`src/rtl/inst_fetch.sv`:
```
// ---------------------------------------------------------------------------
// inst_fetch
//
// Instruction fetch stage of the SCPU core. Holds the PC and issues one
// request at a time to instruction memory. Returned words go into a small
// FIFO, and the FIFO head is presented to decode. A taken branch from execute
// flushes the FIFO and kills any response that is still in flight.
//
// Optional feature (macro FETCH_PERF_EN):
//   When defined, two 32-bit saturating performance counters are added as
//   output ports. perf_fetch_cnt counts pushes. perf_drop_cnt counts
//   discarded responses.
//
// Ports:
//   clk            system clock, rising edge
//   rst_n          synchronous active-low reset
//   imem_req       fetch request valid
//   imem_addr      fetch address (always the PC register)
//   imem_gnt       memory accepts the request this cycle
//   imem_rvalid    read data valid
//   imem_rdata     instruction word from memory
//   inst_valid     FIFO head is valid
//   inst_ready     decode consumes the head this cycle
//   inst           head instruction (0 when empty)
//   inst_pc        PC of the head instruction (0 when empty)
//   opcode         inst[6:0] (0 when empty)
//   redirect_valid taken branch or jump from execute
//   redirect_pc    redirect target
//   perf_fetch_cnt pushes into the FIFO          (FETCH_PERF_EN only)
//   perf_drop_cnt  discarded memory responses    (FETCH_PERF_EN only)
// ---------------------------------------------------------------------------
module inst_fetch #(
  parameter int              XLEN       = 32,
  parameter logic [XLEN-1:0] RESET_PC   = '0,
  parameter int              FIFO_DEPTH = 2
) (
  input  logic            clk,
  input  logic            rst_n,
  output logic            imem_req,
  output logic [XLEN-1:0] imem_addr,
  input  logic            imem_gnt,
  input  logic            imem_rvalid,
  input  logic [XLEN-1:0] imem_rdata,
  output logic            inst_valid,
  input  logic            inst_ready,
  output logic [XLEN-1:0] inst,
  output logic [XLEN-1:0] inst_pc,
  output logic [6:0]      opcode,
  input  logic            redirect_valid,
  input  logic [XLEN-1:0] redirect_pc
`ifdef FETCH_PERF_EN
  ,
  output logic [31:0]     perf_fetch_cnt,
  output logic [31:0]     perf_drop_cnt
`endif
);

  localparam int PTR_W = $clog2(FIFO_DEPTH);
  localparam int CNT_W = $clog2(FIFO_DEPTH + 1);
  localparam logic [CNT_W-1:0] DEPTH_C = CNT_W'(FIFO_DEPTH);

  // IDLE may issue. WAIT expects a live response.
  // DROP expects a response that must be thrown away.
  localparam logic [1:0] ST_IDLE = 2'd0;
  localparam logic [1:0] ST_WAIT = 2'd1;
  localparam logic [1:0] ST_DROP = 2'd2;

  logic [1:0]      r_state;
  logic [XLEN-1:0] r_pc;
  logic [XLEN-1:0] r_reqPc;

  logic [XLEN-1:0] r_fifoInst [FIFO_DEPTH];
  logic [XLEN-1:0] r_fifoPc   [FIFO_DEPTH];
  logic [PTR_W-1:0] r_wrPtr;
  logic [PTR_W-1:0] r_rdPtr;
  logic [CNT_W-1:0] r_count;

  logic            w_instValid;
  logic            w_issue;
  logic            w_push;
  logic            w_pop;
  logic [XLEN-1:0] w_redirPc;
  logic [XLEN-1:0] w_headInst;

  // Masking with ~3 keeps every bit of redirect_pc in use. Misaligned
  // targets are forced onto a word boundary.
  assign w_redirPc   = redirect_pc & ~XLEN'(3);

  assign w_instValid = (r_count != '0);

  // Redirect suppresses the request. This prevents a grant from racing
  // with the PC update in the same cycle.
  assign imem_req    = (r_state == ST_IDLE) && (r_count < DEPTH_C) && !redirect_valid;
  assign imem_addr   = r_pc;
  assign w_issue     = imem_req && imem_gnt;

  // A redirect blocks both push and pop. The FIFO is flushed instead.
  assign w_push      = (r_state == ST_WAIT) && imem_rvalid && !redirect_valid;
  assign w_pop       = w_instValid && inst_ready && !redirect_valid;

  assign w_headInst  = w_instValid ? r_fifoInst[r_rdPtr] : '0;
  assign inst_valid  = w_instValid;
  assign inst        = w_headInst;
  assign inst_pc     = w_instValid ? r_fifoPc[r_rdPtr] : '0;
  assign opcode      = w_headInst[6:0];

  // PC and request state. A redirect overrides everything else. If a
  // response lands in the same cycle as the redirect, that response is the
  // one being killed, so there is nothing left to wait for and the stage
  // returns to IDLE.
  always_ff @(posedge clk) begin
    if (!rst_n) begin
      r_state <= ST_IDLE;
      r_pc    <= RESET_PC;
      r_reqPc <= '0;
    end else if (redirect_valid) begin
      r_pc <= w_redirPc;
      case (r_state)
        ST_WAIT: r_state <= imem_rvalid ? ST_IDLE : ST_DROP;
        ST_DROP: r_state <= imem_rvalid ? ST_IDLE : ST_DROP;
        default: r_state <= ST_IDLE;
      endcase
    end else begin
      case (r_state)
        ST_IDLE: begin
          if (w_issue) begin
            r_reqPc <= r_pc;
            r_pc    <= r_pc + XLEN'(4);
            r_state <= ST_WAIT;
          end
        end
        ST_WAIT: begin
          if (imem_rvalid) r_state <= ST_IDLE;
        end
        ST_DROP: begin
          if (imem_rvalid) r_state <= ST_IDLE;
        end
        default: r_state <= ST_IDLE;
      endcase
    end
  end

  // FIFO bookkeeping. Pointers wrap naturally because the depth is a
  // power of two.
  always_ff @(posedge clk) begin
    if (!rst_n || redirect_valid) begin
      r_wrPtr <= '0;
      r_rdPtr <= '0;
      r_count <= '0;
    end else begin
      if (w_push) r_wrPtr <= r_wrPtr + PTR_W'(1);
      if (w_pop)  r_rdPtr <= r_rdPtr + PTR_W'(1);
      if (w_push && !w_pop) begin
        r_count <= r_count + CNT_W'(1);
      end else if (!w_push && w_pop) begin
        r_count <= r_count - CNT_W'(1);
      end
    end
  end

  // FIFO storage needs no reset. Entries are only visible while counted.
  always_ff @(posedge clk) begin
    if (w_push) begin
      r_fifoInst[r_wrPtr] <= imem_rdata;
      r_fifoPc[r_wrPtr]   <= r_reqPc;
    end
  end

`ifdef FETCH_PERF_EN
  logic        w_discard;
  logic [31:0] r_perfFetch;
  logic [31:0] r_perfDrop;

  assign w_discard = imem_rvalid &&
                     ((r_state == ST_DROP) || ((r_state == ST_WAIT) && redirect_valid));

  // Both counters stick at all-ones rather than wrapping.
  always_ff @(posedge clk) begin
    if (!rst_n) begin
      r_perfFetch <= '0;
      r_perfDrop  <= '0;
    end else begin
      if (w_push && (r_perfFetch != '1))   r_perfFetch <= r_perfFetch + 32'd1;
      if (w_discard && (r_perfDrop != '1)) r_perfDrop  <= r_perfDrop + 32'd1;
    end
  end

  assign perf_fetch_cnt = r_perfFetch;
  assign perf_drop_cnt  = r_perfDrop;
`endif

endmodule

```
`config.mk`:
```
export PLATFORM = sky130hd
export DESIGN_NAME = inst_fetch
export DESIGN_NICKNAME = d
export VERILOG_FILES = /design/src/rtl/inst_fetch.sv
export SDC_FILE = /design/constraint.sdc
export NUM_CORES = 1
export LEC_CHECK = 0
export CORE_MARGIN = 2
export CORE_UTILIZATION = 45
export DETAILED_ROUTE_END_ITERATION = 10
export PLACE_DENSITY_LB_ADDON = 0.25
export SLEW_MARGIN = 10
export SYNTH_ARGS = -nofsm -noshare
export SYNTH_HDL_FRONTEND = slang
export SYNTH_SLANG_ARGS = --single-unit
```
`constraint.sdc`:
```
create_clock -name clk -period 12.5 [get_ports clk]
set_input_delay 2.5 -clock clk [delete_from_list [all_inputs] [get_ports clk]]
set_output_delay 2.5 -clock clk [all_outputs]
set_load 0.03 [all_outputs]
```
==> summary.md, run 1 <==
| Metric | Value |
|---|---|
| Max_slew headroom | `24.9%` |
| Sw Pwr | `0.297 mW` |
| Reg-to-Reg Start | `r_state[1]$_SDFFE_PN0P_` |
| Final setup violation count | `0` |
| Slew @ Worst Pin | `1.13 ns` |
| Hold_ws | `0.454 ns` |
| WP data required | `10.00 ns` |
| Largest net degree at the start of global routing | `64` |
| CP Max Fanout | `26` |
| Crit path to | `imem_req` |
| Data arrival, critical path | `4.06 ns` |
| Pwr/cell area | `125 nW/µm²` |
| Area share of the leading cell type in the synthesized netlist | `47.7%` |
| Initial antenna violation count | `2` |
| Total iterations of the first detailed-routing run | `5` |
| Sum Neg Setup Slack | `0 ns` |
| I/O pin count | `175` |
| Crit path kind | `in2out` |
| Drt total wl | `17800 µm` |
| Vias in the first global route | `5464` |
| Status | `finished clean` |
| Leak | `3.27 nW` |
| Yosys warns | `0` |
| Fin crit share | `52.5%` |
| Clk pin slew, worst setup/hold paths | `0.07 ns` |
| Syn avg cell area | `11.8 µm²` |
| Number of remaining DRC errors | `0` |
| Max-cap violation count | `0` |
| CTS tree | `yes` |
| Number of buffers created by CTS | `17` |
| Wire per inst | `16.9 µm` |
| Clock share of power | `37.8%` |
| First-pass GRT wire length | `28000 µm` |
| CTS resizes | `0` |
| Routed Antenna Nets | `0` |
| End-of-flow core utilization | `59.5%` |
| Crit path capture type | `output pin` |
| DP Wirelength | `11300 µm` |
| Area delta synth->final | `30.5%` |
| Clock sink total | `191` |
| Die Wd | `136 µm` |
| Element type at the critical path start | `input pin` |
| #FFs+latches synth | `191` |
| Commonest non-fill, non-tap cell in the layout | `clkdlybuf4s50_1` |
| DP Cell Count | `1020` |
| Post-synth cell types | `49` |
| Core area | `17100 µm²` |
| Final Hold Viols | `0` |
| Cell taking the most area after synthesis | `edfxtp_1` |
| R2R setup slack | `10.05 ns` |
| Placer Congestion | `0.796` |
| Hold-fix buffers, CTS | `0` |
| Share of cells above drive strength 1 | `6.30%` |
| Overall routing resource usage | `19.8%` |
| Crit path time final | `6.56 ns` |
| Post CTS Setup Buffer Count | `0` |
| Post-synthesis sequential area ratio | `64.9%` |
| DR vias | `5498` |
| Placed cell areas | `9660 µm²` |
| Starting Density | `45.6%` |
| Top post-synthesis cells by area | `edfxtp_1 (48%), dfxtp_1 (17%), mux2i_1 (8.1%)` |
| Type of the most critical hold path | `reg2reg` |
| Detailed Route Iter0 Violations | `329` |
| R2R Path End | `imem_addr[15]$_SDFFE_PN0P_` |
| Fraction of power spent switching nets | `23.3%` |
| Post-synthesis cell count | `662` |
| Die ar. | `18400 µm²` |
| Maximum clock rate | `152 MHz` |
| Unrepaired setup endpoints after global routing | `no` |
| Logic pwr share | `7.8%` |
| Row count | `48` |
| Fin area | `10200 µm²` |
| Vias per std cell | `5.23` |
| Clock Root Buffer | `clkbuf_16` |
| Clk_lat worst skew | `0.42 ns` |
| Non-Filler Instances | `1052` |
| Port bufs | `168` |
| Mapped Area | `7800 µm²` |
| Worst r2r path cells | `8` |
| Total Nets Final | `888` |
| Pins over their slew limit | `0` |
| P_int | `0.979 mW` |
| Most frequent cells in the layout | `clkdlybuf4s50_1 (168), edfxtp_1 (124), nor2_1 (88)` |
| Max IR drop VDD | `0.114 mV` |
| Overflow after GRT | `0` |
| CTS H-tree lvls | `4` |
| Critical Path Start | `redirect_valid` |
| Clock skew | `0.00603 ns` |
| Die height | `136 µm` |
| Clk buf depth | `2` |
| Register share of total power | `54.4%` |
==> power by group through the flow <==
| stage | clock network [mW] | logic (mW) | registers, mW |
|---|---|---|---|
| final | 0.482 | 0.0994 | 0.695 |
| after global routing | 0.511 | 0.107 | 0.696 |
| after CTS | 0.491 | 0.100 | 0.694 |
| after detailed placement | 0 | 0.0994 | 0.708 |
| after global placement | 0 | 0.0972 | 0.707 |
| after floorplan | 0 | 0.0383 | 0.718 |
==> Yosys cell counts (all sizes together) <==
cell type	number
xor2	13
a21o	1
o22ai	3
clkinv	1
buf	22
mux2i	63
o21ai	20
a32oi	1
nand4	6
edfxtp	124
and2b	1
or4	1
nand2	73
nor4bb	1
o31ai	1
nand3	16
o31a	1
a41oi	3
nor2b	1
or3	3
a21oi	57
o211ai	1
conb	1
a22o	1
inv	10
a31oi	2
clkbuf	25
xnor2	10
nor4	11
nand4bb	1
and3	6
and4	2
and2	2
a311oi	1
dfxtp	67
a211oi	3
nor3b	2
o221ai	1
nor3	10
a221oi	1
nor2	89
ha	4
==> state kept, by name, summed over array words and instances (netlist names), named ones only <==
name and flops:
r_fifoInst 64, r_fifoPc 60, imem_addr 30, r_reqPc 30, r_count 2, r_state 2, r_rdPtr 1, r_wrPtr 1
==> through the flow <==
step / power [mW] / setup slack [ns]
6_report: 1.28 / 5.94
5_1_grt: 1.31 / 5.86
4_1_cts: 1.29 / 5.95
3_5_place_dp: 0.808 / 5.95
3_3_place_gp: 0.805 / 5.91
2_1_floorplan: 0.756 / 4.60
==> logic make-up after synthesis <==
kind of cell	share of synthesized area [%]
compound gates	6.93
xor+xnor	2.58
fa+ha+maj	0.642
buf+inv	3.40
flops	64.9
mux	8.08
other cells	0.0481
simple gates	13.4
==> routing by layer <==
layer	GRT usage (%)	share of wire [%]	vias up
li1	-	-	2665
met1	24.3	42	2616
met2	33.6	49	190
met3	4.53	7.0	25
met4	8.10	1.8	2
met5	0	0.067	-
==> final cells by class <==
type / count / area (µm²)
sequential: 191 / 5070
clock inverter: 13 / 93.8
timing repair buffer: 177 / 1750
tap: 225 / 282
multi-input combinational: 416 / 2520
clock buffer: 18 / 429
antenna: 1 / 2.50
inverter: 11 / 41.3
fill: 1418 / 6930
==> critical path, stage by stage <==
cell	delay (ns)
clkdlybuf4s50_1	0.41
buf_4	0.24
nor3b_1	0.21
clkdlybuf4s50_1	0.70
==> how the worst min path moves through the flow <==
stage / from / to / slack, ns / depth (start not counted)
4_1_cts: r_reqPc[22]$_SDFFE_PN0P_ / r_fifoPc[1][22]$_DFFE_PP_ / 0.45 / 0
5_1_grt: r_reqPc[24]$_SDFFE_PN0P_ / r_fifoPc[0][24]$_DFFE_PP_ / 0.47 / 0
3_3_place_gp: r_reqPc[30]$_SDFFE_PN0P_ / r_fifoPc[1][30]$_DFFE_PP_ / 0.43 / 0
3_5_place_dp: r_reqPc[22]$_SDFFE_PN0P_ / r_fifoPc[1][22]$_DFFE_PP_ / 0.43 / 0
2_1_floorplan: r_reqPc[10]$_SDFFE_PN0P_ / r_fifoPc[0][10]$_DFFE_PP_ / 0.43 / 0
6_report: r_reqPc[17]$_SDFFE_PN0P_ / r_fifoPc[1][17]$_DFFE_PP_ / 0.45 / 0
No activity file was read; power rests on OpenSTA's default activity.
==> run 2: changes to the inputs <==
==> constraint.sdc (replaced) <==
create_clock -name clk -period 5.7 [get_ports clk]
set_input_delay 1.14 -clock clk [delete_from_list [all_inputs] [get_ports clk]]
set_output_delay 1.14 -clock clk [all_outputs]
set_load 0.03 [all_outputs]
==> run 2 against run 1 <==
Compared with the run above:
- power increased by 130%
- worst setup slack got worse by 4.4 ns
- largest cell class unchanged
- flip-flop and latch count unchanged
- die area unchanged
- final area increased by 1.1%
- first-iteration DRC count decreased by 14%
- clock-buffer cell count increased by 2
- clock power increased to 2.5 times the previous value
- wire length decreased by 2.7%
- utilization increased by 0.67 points
- clock skew increased by 0.00063 ns
==> summary.md, run 2 (synthesis results as in run 1) <==
| Metric | Value |
|---|---|
| CP Max Fanout | `14 (was 26)` |
| Max-cap violation count | `0 (unchanged)` |
| Maximum clock rate | `239 MHz` |
| Register with the most flip-flops | `r_fifoInst (unchanged)` |
| Crit path time final | `4.18 ns` |
| Min-Delay Path Depth | `0 (unchanged)` |
| Final setup violation count | `0 (unchanged)` |
| Post-placement setup slack | `1.52 ns (was 5.95 ns)` |
| Final Hold Viols | `0 (unchanged)` |
| DP Cell Count | `1020 (unchanged)` |
| Die height | `136 µm (unchanged)` |
| Die ar. | `18400 µm² (unchanged)` |
| Max_slew headroom | `25.0% (was 24.9%)` |
| Drt total wl | `17300 µm (was 17800 µm)` |
| Core area | `17100 µm² (unchanged)` |
| Pwr Total | `2.96 mW (was 1.28 mW)` |
| CTS resizes | `0 (unchanged)` |
| Starting Density | `45.6% (unchanged)` |
| Clock sink total | `191 (unchanged)` |
| Clock skew | `0.00666 ns (was 0.00603 ns)` |
| Largest net degree at the start of global routing | `63 (was 64)` |
| Type of the most critical hold path | `reg2reg (unchanged)` |
| WP data required | `4.56 ns (was 10.00 ns)` |
| Leak | `3.34 nW (was 3.27 nW)` |
| Sum Neg Setup Slack | `0 ns (unchanged)` |
| Most frequent cells in the layout | `clkdlybuf4s50_1 (168), edfxtp_1 (124), nor2_1 (88) (unchanged)` |
| Placer Congestion | `0.789 (was 0.796)` |
| First-pass GRT wire length | `27200 µm (was 28000 µm)` |
| Detailed Route Iter0 Violations | `284 (was 329)` |
| Max IR drop VDD | `0.217 mV (was 0.114 mV)` |
| CTS H-tree lvls | `4 (unchanged)` |
| Number of buffers created by CTS | `17 (unchanged)` |
| Element type at the critical path start | `input pin (unchanged)` |
| Top Registers | `r_fifoInst (64), r_fifoPc (60) (unchanged)` |
| Clk pin slew, worst setup/hold paths | `0.07 ns (about the same)` |
| Clk_lat worst skew | `0.43 ns (was 0.42 ns)` |
| Hold_ws | `0.456 ns (was 0.454 ns)` |
| Share of cells above drive strength 1 | `6.53% (was 6.30%)` |
| Pwr/cell area | `288 nW/µm² (was 125 nW/µm²)` |
| Die Wd | `136 µm (unchanged)` |
| Fill cells | `1407 (was 1418)` |
| Clock Root Buffer | `clkbuf_16 (unchanged)` |
| CTS tree | `yes (unchanged)` |
| Wire per inst | `16.5 µm (was 16.9 µm)` |
| Crit path kind | `in2out (unchanged)` |
| Vias per std cell | `5.13 (was 5.23)` |
| Routed Antenna Nets | `0 (unchanged)` |
| Commonest non-fill, non-tap cell in the layout | `clkdlybuf4s50_1 (unchanged)` |
| Overall routing resource usage | `19.3% (was 19.8%)` |
| Total iterations of the first detailed-routing run | `5 (unchanged)` |
| DR vias | `5401 (was 5498)` |
| Antenna cells | `0 (was 1)` |
| Slew @ Worst Pin | `1.13 ns (about the same)` |
| Row count | `48 (unchanged)` |
| Status | `finished clean (unchanged)` |
| Non-Filler Instances | `1052 (unchanged)` |
| Unrepaired setup endpoints after global routing | `no (unchanged)` |
| Initial antenna violation count | `1 (was 2)` |
| Fin crit share | `73.4%` |
| Number of remaining DRC errors | `0 (unchanged)` |
| Total Nets Final | `888 (unchanged)` |
| Data arrival, critical path | `3.04 ns (was 4.06 ns)` |
| Area delta synth->final | `32.0% (was 30.5%)` |
| Overflow after GRT | `0 (unchanged)` |
| Worst r2r path cells | `9 (was 8)` |
| Pins over their slew limit | `0 (unchanged)` |
| Hold-fix buffers, CTS | `0 (unchanged)` |
| Port bufs | `168 (unchanged)` |
| Clk buf depth | `2 (unchanged)` |
| I/O pin count | `175 (unchanged)` |
| Setup ws final | `1.52 ns (was 5.94 ns)` |
| DP Wirelength | `11600 µm (was 11300 µm)` |
| Crit path capture type | `output pin (unchanged)` |
| Vias in the first global route | `5335 (was 5464)` |
| Post CTS Setup Buffer Count | `0 (unchanged)` |
| Max reg flops | `64 (unchanged)` |
run 2: changes by cell type in the layout (fill, tap and decap cells not counted), sizes merged:
cell      change
inv           +2
bufinv        +3
clkinvlp      -5
clkbuf        +2
diode         -1
clkinv        -1
run 2: final cells by class:
type / count / area (µm²) / share of cell area (%)
Sequential cell: 191 / 5070 / 49.2
Multi-Input combinational cell: 416 / 2520 / 24.5
Timing Repair Buffer: 177 / 1760 / 17.1
Clock buffer: 20 / 468 / 4.54
Tap cell: 225 / 282 / 2.73
Clock inverter: 12 / 154 / 1.49
Inverter: 11 / 41.3 / 0.401
run 2: per-stage QoR:
step / util, % / instance area [µm²]
4_1_cts: 60.2 / 10300
3_3_place_gp: 56.5 / 9680
3_5_place_dp: 56.5 / 9680
5_1_grt: 60.2 / 10300
6_report: 60.2 / 10300
2_1_floorplan: - / 7820
run 2: final timing paths:
| kind | from | to | slack, ns |
|---|---|---|---|
| setup / recovery | redirect_valid | imem_req | 1.52 |
| hold / removal | r_reqPc[5]$_SDFFE_PN0P_ | r_fifoPc[0][5]$_DFFE_PP_ | 0.46 |
| setup reg to reg | r_state[1]$_SDFFE_PN0P_ | imem_addr[6]$_SDFFE_PN0P_ | 3.11 |
| hold reg to reg | r_reqPc[5]$_SDFFE_PN0P_ | r_fifoPc[0][5]$_DFFE_PP_ | 0.46 |
run 2: worst max-delay path, stage by stage:
cell and delay, ns:
clkdlybuf4s50_1 0.75, nor3b_1 0.42, clkdlybuf4s50_1 0.73
run 2: layer usage:
layer  GRT usage, %  wire [µm]  share of wire (%)  vias to the layer above
met5              0         11              0.063                        -
met4           6.77        236                1.4                        2
met3           4.34       1090                6.3                       18
met2           33.0       8630                 50                      171
met1           24.2       7350                 42                     2544
li1               -          -                  -                     2666
run 2: where the power goes:
group / internal, mW / switching [mW]
clock: 0.730 / 0.492
sequential: 1.49 / 0.0325
combinational: 0.101 / 0.117
==> run 3: changes to the inputs <==
==> constraint.sdc (replaced) <==
create_clock -name clk -period 4.36 [get_ports clk]
set_input_delay 0.872 -clock clk [delete_from_list [all_inputs] [get_ports clk]]
set_output_delay 0.872 -clock clk [all_outputs]
set_load 0.03 [all_outputs]
==> run 3 against run 2 <==
Compared with the run above:
- power rose by 31%
- flip-flop and latch count unchanged
- clock-buffer cell count unchanged
- first-iteration DRC count is 9.9% higher
==> summary.md, run 3 (synthesis results as in run 1) <==
| Metric | Value |
|---|---|
| Status | `finished clean (unchanged)` |
| Slew @ Worst Pin | `0.882 ns (was 1.13 ns)` |
| Vias in the first global route | `5393 (was 5335)` |
| CP top delay family | `buffers and inverters (unchanged)` |
| First-pass GRT wire length | `27200 µm (about the same)` |
| Max_slew headroom | `41.2% (was 25.0%)` |
| Unrepaired setup endpoints after global routing | `no (unchanged)` |
| Data arrival, critical path | `2.56 ns (was 3.04 ns)` |
| Clk_lat worst skew | `0.42 ns (was 0.43 ns)` |
| Top Registers | `r_fifoInst (64), r_fifoPc (60) (unchanged)` |
| Reg-to-Reg Start | `r_state[1]$_SDFFE_PN0P_ (unchanged)` |
| CTS tree | `yes (unchanged)` |
| Drt total wl | `17500 µm (was 17300 µm)` |
| Worst hold start | `r_reqPc[6]$_SDFFE_PN0P_ (was r_reqPc[5]$_SDFFE_PN0P_)` |
| Area delta synth->final | `32.1% (was 32.0%)` |
| Min-Delay Path Depth | `0 (unchanged)` |
| CP Max Fanout | `37 (was 14)` |
| Commonest non-fill, non-tap cell in the layout | `clkdlybuf4s50_1 (unchanged)` |
| Max IR drop VDD | `0.324 mV (was 0.217 mV)` |
| Fin crit share | `78.7%` |
| Crit path time final | `3.43 ns` |
| Maximum clock rate | `291 MHz` |
| Overall routing resource usage | `19.1% (was 19.3%)` |
| CTS resizes | `0 (unchanged)` |
| Overflow after GRT | `0 (unchanged)` |
| CP Cell Sequence | `buf_4 -> mux2i_1 -> nor2_1 -> clkdlybuf4s50_1 (was clkdlybuf4s50_1 -> nor3b_1 -> clkdlybuf4s50_1)` |
| Worst hold endpoint | `r_fifoPc[1][6]$_DFFE_PP_ (was r_fifoPc[0][5]$_DFFE_PP_)` |
| Number of remaining DRC errors | `0 (unchanged)` |
| Element type at the critical path start | `register (was input pin)` |
| Most frequent cells in the layout | `clkdlybuf4s50_1 (168), edfxtp_1 (124), nor2_1 (88) (unchanged)` |
| Vias per std cell | `5.16 (was 5.13)` |
| Final setup violation count | `0 (unchanged)` |
| I/O pin count | `175 (unchanged)` |
| Core area | `17100 µm² (unchanged)` |
| Worst r2r path cells | `8 (was 9)` |
| CP max-delay cell | `dfxtp_4 (was clkdlybuf4s50_1)` |
| Die height | `136 µm (unchanged)` |
| Number of buffers created by CTS | `17 (unchanged)` |
| Total iterations of the first detailed-routing run | `5 (unchanged)` |
| Clock sink total | `191 (unchanged)` |
| R2R setup slack | `1.87 ns (was 3.11 ns)` |
| Routed Antenna Nets | `0 (unchanged)` |
| Antenna cells | `0 (unchanged)` |
| WP buf/inv | `2 (unchanged)` |
| Initial antenna violation count | `1 (unchanged)` |
| WP data required | `3.49 ns (was 4.56 ns)` |
| Global-route met1 utilization | `23.7% (was 24.2%)` |
| Starting Density | `45.6% (unchanged)` |
| Crit path capture type | `output pin (unchanged)` |
| DR vias | `5448 (was 5401)` |
| Post CTS Setup Buffer Count | `0 (unchanged)` |
| Clock Root Buffer | `clkbuf_16 (unchanged)` |
| Row count | `48 (unchanged)` |
| Detailed Route Iter0 Violations | `312 (was 284)` |
| Pwr/cell area | `377 nW/µm² (was 288 nW/µm²)` |
| Grt met2 use | `33.1% (was 33.0%)` |
| Port bufs | `168 (unchanged)` |
| Busiest grt layer | `met2 (unchanged)` |
| Largest net degree at the start of global routing | `64 (was 63)` |
| Max-cap violation count | `0 (unchanged)` |
| Max reg flops | `64 (unchanged)` |
| Crit path kind | `reg2out (was in2out)` |
| Share of cells above drive strength 1 | `6.75% (was 6.53%)` |
| Leak | `3.34 nW (about the same)` |
| Crit-path max cell delay | `0.79 ns (was 0.75 ns)` |
| Clk buf depth | `2 (unchanged)` |
| Clock skew | `0.00738 ns (was 0.00666 ns)` |
| CTS H-tree lvls | `4 (unchanged)` |
| Placer Congestion | `0.853 (was 0.789)` |
| Clk pin slew, worst setup/hold paths | `0.06 ns (was 0.07 ns)` |
| Type of the most critical hold path | `reg2reg (unchanged)` |
| DP Wirelength | `11600 µm (about the same)` |
| Hold-fix buffers, CTS | `0 (unchanged)` |
| Die Wd | `136 µm (unchanged)` |
| Met3 global-route usage | `3.97% (was 4.34%)` |
| Sum Neg Setup Slack | `0 ns (unchanged)` |
| Final Hold Viols | `0 (unchanged)` |
| Register with the most flip-flops | `r_fifoInst (unchanged)` |
| R2R Path End | `imem_addr[14]$_SDFFE_PN0P_ (was imem_addr[6]$_SDFFE_PN0P_)` |
| Wire per inst | `16.6 µm (was 16.5 µm)` |
| Total Nets Final | `891 (was 888)` |
| Pwr Total | `3.89 mW (was 2.96 mW)` |
| Die ar. | `18400 µm² (unchanged)` |
| Pins over their slew limit | `0 (unchanged)` |
-- run 3: changes by cell type in the layout (fill, tap and decap cells not counted), sizes merged --
cell	before	now
inv	14	13
clkinv	5	3
buf	9	12
clkinvlp	1	3
bufinv	3	4
-- run 3: power breakdown --
| group | internal, mW | leakage, nW | switching (mW) |
|---|---|---|---|
| sequential | 1.95 | 1.77 | 0.0413 |
| combinational | 0.132 | 1.28 | 0.154 |
| clock | 0.966 | 0.292 | 0.645 |
-- run 3: cell type report --
| cell class | count | area, µm² |
|---|---|---|
| Clock buffer | 20 | 437 |
| Clock inverter | 12 | 183 |
| Fill cell | 1405 | 6810 |
| Inverter | 11 | 41.3 |
| Multi-Input combinational cell | 416 | 2520 |
| Sequential cell | 191 | 5070 |
| Tap cell | 225 | 282 |
| Timing Repair Buffer | 180 | 1770 |
-- run 3: layer usage --
metal	wire [µm]	vias up
met4	253	2
met5	10	-
met1	7590	2587
met2	8690	170
li1	-	2670
met3	984	19
-- run 3: worst max-delay path by stage --
stage / cells after the start / to / startpoint
final: 4 / opcode[3] / register
after global routing: 4 / opcode[5] / register
after CTS: 4 / opcode[3] / register
after detailed placement: 7 / imem_addr[16]$_SDFFE_PN0P_ / redirect_valid
after global placement: 7 / imem_addr[16]$_SDFFE_PN0P_ / redirect_valid
after floorplan: 4 / r_fifoInst[0][0]$_DFFE_PP_ / redirect_valid
-- run 3: stage by stage --
step	instances	hold WS [ns]	setup WS (ns)	cell area (µm²)	util (%)
finish	1055	0.451	0.927	10300	60.2
global route	1055	0.468	0.762	10300	60.2
CTS	1055	0.455	0.864	10300	60.2
detailed placement	1023	0.439	1.05	9690	56.6
global placement	1023	0.432	1.08	9690	56.6
floorplan	665	0.425	0.0284	7820	-
==> RTL edit: new RTL, settings of run 2 <==
Change the parameter `XLEN` from 32 to 64.
--- a/src/rtl/inst_fetch.sv
+++ b/src/rtl/inst_fetch.sv
@@ -30,7 +30,7 @@
 //   perf_drop_cnt  discarded memory responses    (FETCH_PERF_EN only)
 // ---------------------------------------------------------------------------
 module inst_fetch #(
-  parameter int              XLEN       = 32,
+  parameter int              XLEN       = 64,
   parameter logic [XLEN-1:0] RESET_PC   = '0,
   parameter int              FIFO_DEPTH = 2
 ) (
Interface: changed (5 resized); port bits go from 175 to 335. No check against the original RTL was run, so the function may have changed too.
==> RTL edit against run 2 <==
- first-iteration DRC count rose to 3.1 times the old value
- worst hold slack worse by 0.016 ns
- setup slack better by 0.15 ns
- clock skew up 0.017 ns
- routed wire length up 140%
- sequential cell count up 192
- synthesized area up 100%
- via count up 120%
- fmax up 3.8%
- power up 100%
- final area up 100%
- critical path type is now register to primary output
- largest power group unchanged
==> RTL edit: results (changes against run 2) <==
| Metric | Value |
|---|---|
| Clk_lat worst skew | `0.54 ns (+0.11 ns)` |
| DPL Wire Length | `28,370 um (+140%)` |
| Leak | `6.749 nW (+100%)` |
| Post-synthesis xor/xnor area fraction | `0.01322 (-0.01260)` |
| Part of the Yosys area used for sequential elements | `0.6410 (-0.008335)` |
| Longest Clk Path Bufs | `3 (+1)` |
| Largest net degree at the start of global routing | `116 (+84%)` |
| Largest registers | `r_fifoInst x128, r_fifoPc x124` |
| CTS clk-pin slew, worst paths | `around 0.060 ns` |
| Synth Area in Adders | `0.003148 (-0.003268)` |
| Compound-Gate Fraction of Synth Area | `0.06793 (-0.001371)` |
| Final nets | `1,797 (+100%)` |
| Worst-case clock skew | `0.02333 ns (+0.01667 ns)` |
| Post-Place Setup Slack | `1.917 ns (+0.3993 ns)` |
| Area delta synth->final | `30.93%` |
| Post-cts resize count | `0 (unchanged)` |
| Port bufs | `328 (+95%)` |
| Multiplexer share of the synthesized area | `0.08981 (+0.008960)` |
| Post-Synthesis Cells | `1,364 (+110%)` |
| Crit path max fanout | `35 (+21)` |
| Ranking of synthesized cells by area | `edfxtp_1 48%, dfxtp_1 16%, mux2i_1 8.6%` |
| DR WL met2 | `19,340 um (+120%)` |
| Wire length per cell | `19.52 um (+19%)` |
| Gp weighted congestion | `0.8924 (+13%)` |
| Status | `finished, final reports clean` |
| Worst hold path class | `register to register` |
| Final-layout fill cell count | `2,818 (+100%)` |
| Clock root cell | `clkbuf_16` |
| FFs w/ async S/R, synth | `0 (unchanged)` |
| DR vias | `11.72k (+120%)` |
| Max H-tree Level | `2 (-2)` |
| GR Util met3 | `0.04732 (+0.003926)` |
| Synth top cells by count | `252 x edfxtp_1, 183 x nand2_1, 171 x nor2_1, 137 x mux2i_1, 131 x dfxtp_1` |
| First-pass GRT wire length | `62,530 um (+130%)` |
| Pre-Repair DR Iteration Count | `5 (unchanged)` |
| WP data arrival | `2.89 ns (-0.15 ns)` |
| DR top layer | `met4` |
| Fin cells | `2,145 (+100%)` |
| EDFF count, synth | `252 (+100%)` |
| Peak supply drop | `183.9 uV (-15%)` |
| Synth cell types | `65 (+33%)` |
| Initial detailed-routing violation count | `884 (+210%)` |
| WL met3 | `3427 um (+210%)` |
| CTS Buf Count | `40 (+23)` |
| Vias in the first global route | `11.15k (+110%)` |
| GRT Total Usage | `0.2201 (+0.02686)` |
| Synth warn | `0 (unchanged)` |
| Placed cell area | `19,550 um2 (+100%)` |
| Met2 usage in global routing | `0.3573 (+0.02701)` |
| M1 GR Usage | `0.3007 (+0.05876)` |
| Relative slew margins | `0.3799 (+0.1303)` |
| Share of post-route cells with drive strength above 1 | `0.06098 (-0.004313)` |
| Setup bufs post-CTS | `0 (unchanged)` |
| Met1 Routed Length | `18,310 um (+150%)` |
| Initial antenna violation count | `1 (unchanged)` |
==> RTL edit: cell type report <==
class,instances,share of cell area
Antenna cell,1,0.0001202
Clock buffer,55,0.05434
Clock inverter,17,0.006312
Inverter,18,0.003306
Multi-Input combinational cell,872,0.2537
Sequential cell,383,0.4897
Tap cell,455,0.02735
Timing Repair Buffer,344,0.1651
==> RTL edit: power by group <==
group | switching [W] | total [W] | internal, W
registers | 0.0000757 | 0.00307 | 0.00300
logic | 0.000227 | 0.000416 | 0.000189
clock network | 0.00104 | 0.00248 | 0.00144
==> RTL edit: worst paths after layout <==
kind         slack (ns)  cells after the start             end       start
max reg2reg        2.88                      7   imem_addr[62]  r_state[1]
max                1.67                      4     inst_pc[45]    register
min reg2reg        0.44                      0  r_fifoPc[0][9]  r_reqPc[9]
min                0.44                      0  r_fifoPc[0][9]  r_reqPc[9]
==> RTL edit: critical path: stages (launching register included) <==
cell,delay (ns)
dfxtp_4,0.80
buf_4,0.50
mux2i_1,0.14
nor2_1,0.12
clkdlybuf4s50_1,0.78
